[src/rtl/mp_add_sequencer.sv]
// Multi-precision adder sequencer: streams NUM_WORDS operand words LSW first
// through one shared adder_nbit and carries the inter-word carry in a register.

module adder_nbit #(
  parameter int W = 4
) (
  input  logic [W-1:0] a,
  input  logic [W-1:0] b,
  input  logic         carry_in,
  output logic [W-1:0] sum,
  output logic         overflow
);
  assign {overflow, sum} = {1'b0, a} + {1'b0, b} + {{W{1'b0}}, carry_in};
endmodule

module mp_add_sequencer #(
  parameter  int BIT_WIDTH = 4,
  parameter  int NUM_WORDS = 4,
  localparam int IDX_W     = ($clog2(NUM_WORDS) < 1) ? 1 : $clog2(NUM_WORDS)
) (
  input  logic                 clk,
  input  logic                 n_rst,
  input  logic                 start,
  input  logic                 carry_init,
  input  logic                 abort,
  input  logic                 word_valid,
  input  logic [BIT_WIDTH-1:0] a_word,
  input  logic [BIT_WIDTH-1:0] b_word,
  output logic                 word_req,
  output logic [BIT_WIDTH-1:0] sum_word,
  output logic                 sum_valid,
  output logic [IDX_W-1:0]     word_idx,
  output logic                 busy,
  output logic                 done,
  output logic                 carry_out
);

  typedef enum logic [1:0] {S_IDLE, S_ADD, S_DONE} state_e;

  state_e               state_q, state_d;
  logic                 carry_q, carry_d;
  logic [IDX_W-1:0]     idx_q, idx_d;
  logic [BIT_WIDTH-1:0] sum_word_q, sum_word_d;
  logic                 sum_valid_q, sum_valid_d;
  logic [IDX_W-1:0]     word_idx_q, word_idx_d;
  logic                 busy_q, busy_d;
  logic                 done_q, done_d;
  logic                 carry_out_q, carry_out_d;

  logic [BIT_WIDTH-1:0] add_sum;
  logic                 add_ovf;
  logic                 last_word;

  adder_nbit #(.W(BIT_WIDTH)) u_adder (
    .a        (a_word),
    .b        (b_word),
    .carry_in (carry_q),
    .sum      (add_sum),
    .overflow (add_ovf)
  );

  assign last_word = (idx_q == IDX_W'(NUM_WORDS - 1));

  always_comb begin
    // NOTE: every signal gets a default first so no path leaves one unassigned and infers a latch.
    state_d     = state_q;
    carry_d     = carry_q;
    idx_d       = idx_q;
    sum_word_d  = sum_word_q;
    sum_valid_d = 1'b0;
    word_idx_d  = word_idx_q;
    done_d      = 1'b0;
    carry_out_d = carry_out_q;
    unique case (state_q)
      S_IDLE: begin
        if (start) begin
          carry_d     = carry_init;
          idx_d       = '0;
          carry_out_d = 1'b0;
          state_d     = S_ADD;
        end
      end
      S_ADD: begin
        // Abort takes priority; a word presented alongside it is not consumed.
        if (abort) begin
          carry_d = 1'b0;
          idx_d   = '0;
          state_d = S_IDLE;
        end else if (word_valid) begin
          sum_word_d  = add_sum;
          word_idx_d  = idx_q;
          sum_valid_d = 1'b1;
          carry_d     = add_ovf;
          if (last_word) begin
            carry_out_d = add_ovf;
            done_d      = 1'b1;
            state_d     = S_DONE;
          end else begin
            idx_d = idx_q + IDX_W'(1);
          end
        end
      end
      S_DONE:  state_d = S_IDLE;
      default: state_d = S_IDLE;
    endcase
    busy_d = (state_d != S_IDLE);
  end

  // NOTE: sequential state uses non-blocking assignments so all registers update together at the edge.
  always_ff @(posedge clk or negedge n_rst) begin
    if (!n_rst) begin
      state_q     <= S_IDLE;
      carry_q     <= 1'b0;
      idx_q       <= '0;
      sum_word_q  <= '0;
      sum_valid_q <= 1'b0;
      word_idx_q  <= '0;
      busy_q      <= 1'b0;
      done_q      <= 1'b0;
      carry_out_q <= 1'b0;
    end else begin
      state_q     <= state_d;
      carry_q     <= carry_d;
      idx_q       <= idx_d;
      sum_word_q  <= sum_word_d;
      sum_valid_q <= sum_valid_d;
      word_idx_q  <= word_idx_d;
      busy_q      <= busy_d;
      done_q      <= done_d;
      carry_out_q <= carry_out_d;
    end
  end

  assign word_req  = (state_q == S_ADD);
  assign sum_word  = sum_word_q;
  assign sum_valid = sum_valid_q;
  assign word_idx  = word_idx_q;
  assign busy      = busy_q;
  assign done      = done_q;
  assign carry_out = carry_out_q;

  always @(posedge clk) begin
    if (state_q == S_ADD) begin
      assert (!$isunknown(word_valid))
        else $error("word_valid is X while a word is requested");
      if (word_valid && !abort)
        assert (!$isunknown({a_word, b_word}))
          else $error("a_word/b_word is X on an accepted beat");
    end
  end

endmodule
[config.mk]
export PLATFORM = sky130hd
export DESIGN_NAME = mp_add_sequencer
export DESIGN_NICKNAME = d
export VERILOG_FILES = /design/src/rtl/mp_add_sequencer.sv
export SDC_FILE = /design/constraint.sdc
export NUM_CORES = 1
export LEC_CHECK = 0
export BUFFER_PORTS_ARGS = -buffer_cell sky130_fd_sc_hd__buf_2
export CAP_MARGIN = 25
export CORE_MARGIN = 1
export CORE_UTILIZATION = 30
export DETAILED_ROUTE_END_ITERATION = 6
export MAX_ROUTING_LAYER = met4
export SYNTH_ARGS = -nofsm -noshare
export SYNTH_HDL_FRONTEND = slang
export SYNTH_SLANG_ARGS = --single-unit
[constraint.sdc]
create_clock -name clk -period 2.6 [get_ports clk]
set_input_delay 0.26 -clock clk [delete_from_list [all_inputs] [get_ports clk]]
set_output_delay 0.26 -clock clk [all_outputs]
set_load 0.03 [all_outputs]
==> flow_summary.yaml <==
run_status:
  status: "completed"
drt:
  drt-vias-per-instance: 4.709
  route.detailed.wl_per_inst_um: 11.86
  wl_um: 1506
  drt_iter0_drc: 4
  antenna_left: 0
  firstDrtPassIters: 2
  drc: 0
  vias: 598
floorplanning:
  die_w_um: 53.91
  start_util: 0.3204
  dieHeight_um: 53.91
  io_pins: 25
  row_count: 18
  core_um2: 2522
  die-area_um2: 2906
placement:
  dp_hpwl_um: 1165
  gp_congestion: 0.6937
  io_buffer_count: 24
timing:
  fmax_ghz: 0.5536
  rsz0062_at_grt: "false"
  fin_crit_ns: 1.806
  finalMaxSlewViolations: 0
  fin_crit_sh: 0.6948
  tightest_slew_ns: 0.4708
  hold_viol: 0
  setup_viol: 0
  maxSlewHeadroom: 0.6844
  fin_skew_ns: 0.002358
  holdWs_ns: 0.3000
  timing.setup.tns_ns: 0
flow_run:
  drv_cap: 0
cts:
  cts_max_level: 1
  cts_buffers: 3
  clock_sinks: 15
  postCtsSetupBuffers: 0
  root_buffer: "clkbuf_4"
  clock_tree.buffer_depth: 2
  clk_latency_ns: 0.28
  cts_tree: "done"
  path_clk_slew_ns: 0.08
critical_path:
  reg2regPathDepth: 5
  timing.rr.end: "carry_out"
  critPathRequiredTime_ns: 2.76
  critical_path.slowest_cell: "dfrtp_1"
  crit_top_cell: "fa_1"
  end_kind: "flop"
  critPathMaxFanout: 2
  max_stage_delay_ns: 0.41
  cp.arrival_ns: 1.97
  r2r_slack_ns: 0.79
  start_kind: "flop"
  path_class: "flop to flop"
  worstPathCellList: "fa_1, fa_1, and3_1, o211ai_1, o21ai_0"
  rr_startpoint: "carry_q"
synthesis:
  ys_types: 31
  ys_seq_area_frac: 0.4644
  synth_nets: 89
  ys_warn_count: 0
  syn_avg_cell_area_um2: 11.71
  syn-cell-area_um2: 808.3
  synth-seq-cells: 15
  synthCells: 69
global_route:
  antenna_found_initial: 0
  grt_pass1_vias: 635
  track_usage: 0.1304
  grt_overflow: 0
  grt_max_degree: 16
  grt_first_pass_wirelength_um: 2622
final_layout:
  drive_above_1_share: 0.3402
  area_growth_pct: 22.60
  n_antenna_cell: 0
  finalNetCount: 118
pwr:
  p_per_area_nw_per_um2: 715.2
  total_power_mw: 0.7087
  ir_drop_v: 0.0004647
  p_leak_nw: 0.5047
min_path:
  min_path_cells: 3
  min_path_type: "input port to flop"
  hp-start: "start"
  holdPathEnd: "busy"
==> worst max path at each step <==
| stage | cells after the start | slack (ns) | end | from |
|---|---|---|---|---|
| after floorplan | 5 | 0.90 | carry_out | carry_q |
| after global placement | 6 | 0.81 | carry_out | a_word[0] |
| after detailed placement | 6 | 0.78 | carry_out | a_word[0] |
| after CTS | 5 | 0.78 | carry_out | carry_q |
| after global routing | 5 | 0.68 | carry_out | carry_q |
| final | 5 | 0.79 | carry_out | carry_q |
==> metrics by stage <==
step                area (µm²)  instances    util  setup WS (ns)
floorplan                808.3         69       -         0.9014
finish                   991.0        127  0.3929         0.7936
detailed placement       954.7        122  0.3785         0.7753
global route             991.0        127  0.3929         0.6842
global placement         954.7        122  0.3785         0.8071
CTS                      991.0        127  0.3929         0.7832
==> flip-flops by register name (all words and copies together), names as in the netlist <==
name and count:
word_idx 2, sum_word 4, carry_q 1, sum_valid 1, idx_q 2, carry_out 1
state_q 2, done 1, busy 1
==> cell usage after synthesis <==
master | number | share of area
ha_1 | 4 | 0.062
nand4_1 | 1 | 0.0077
mux2_4 | 4 | 0.074
and2b_1 | 1 | 0.0093
and3_1 | 1 | 0.0077
buf_6 | 1 | 0.014
nor2_1 | 1 | 0.0046
xnor2_1 | 1 | 0.011
and2_1 | 2 | 0.015
a2bb2oi_1 | 1 | 0.011
nor3b_1 | 2 | 0.019
inv_1 | 3 | 0.014
dfrtp_1 | 15 | 0.46
mux2i_1 | 1 | 0.012
mux2_1 | 1 | 0.014
nand3_1 | 2 | 0.012
o21bai_1 | 1 | 0.0093
nand2b_1 | 4 | 0.031
fa_1 | 2 | 0.050
nand2_1 | 5 | 0.023
inv_6 | 1 | 0.011
o211ai_1 | 1 | 0.0093
a21oi_1 | 4 | 0.025
a211o_1 | 1 | 0.011
a21o_1 | 1 | 0.0093
a21oi_2 | 1 | 0.011
nor3_1 | 1 | 0.0062
a211oi_1 | 1 | 0.0093
nand4b_1 | 1 | 0.011
o21ai_0 | 3 | 0.019
nand4bb_1 | 1 | 0.014
==> routing by layer <==
metal | up-vias | track usage | wire, µm
met5 | - | - | 0
met4 | 0 | 0.01316 | 0
met3 | 0 | 0.04237 | 77
met2 | 15 | 0.2222 | 710
met1 | 281 | 0.1536 | 718
li1 | 302 | - | -
==> repair_timing <==
action                    CTS  global route
hold buffers                1             0
gates resized for setup     0             0
hold endpoints to repair   15             0
==> cell usage in the layout, fill, tap and decap left out, types with 2 or more instances in the layout <==
| master | netlist | layout |
|---|---|---|
| fa_1 | 2 | 2 |
| nand2b_1 | 4 | 4 |
| nand2_1 | 5 | 5 |
| a21oi_1 | 4 | 4 |
| ha_1 | 4 | 4 |
| and2_1 | 2 | 2 |
| clkbuf_4 | 0 | 3 |
| nand3_1 | 2 | 2 |
| nor3b_1 | 2 | 2 |
| dfrtp_1 | 15 | 15 |
| mux2_4 | 4 | 4 |
| o21ai_0 | 3 | 3 |
| buf_2 | 0 | 24 |
| inv_1 | 3 | 3 |
==> logic make-up (layout without fill, tap and decap cells) <==
kind of cell               Yosys count  after routing  share of synthesized area
and+or+nand+nor                     22             22                     0.1610
DFF                                 15             15                     0.4644
AOI/OAI and AO/OA                   14             14                     0.1130
adders and majority gates            6              6                     0.1115
muxes                                6              6                     0.1006
buffers and inverters                5             33                    0.03870
xor gates and xnor gates             1              1                    0.01084
==> worst max-delay path, delay by kind of cell (launching register included) <==
kind | cells | cell delay [ns]
flip-flops | 1 | 0.41
AND/OR/NAND/NOR | 1 | 0.20
adder cells (fa/ha/maj) | 2 | 0.82
AO/OA/AOI/OAI | 2 | 0.27
==> area by class of cell <==
cell class,count,area [µm²]
Clock buffer,4,26.28
Fill cell,267,1531
Inverter,4,20.02
Multi-Input combinational cell,49,401.6
Sequential cell,15,375.4
Tap cell,30,37.54
Timing Repair Buffer,25,130.1
==> where the power goes <==
group | internal [mW] | switching, mW | leakage [nW] | total [mW]
clock network | 0.0595 | 0.0701 | 0.0150 | 0.130
registers | 0.282 | 0.0314 | 0.194 | 0.313
logic | 0.108 | 0.158 | 0.296 | 0.266
total | 0.449 | 0.259 | 0.505 | 0.709
(Power assumes the default switching activity.)
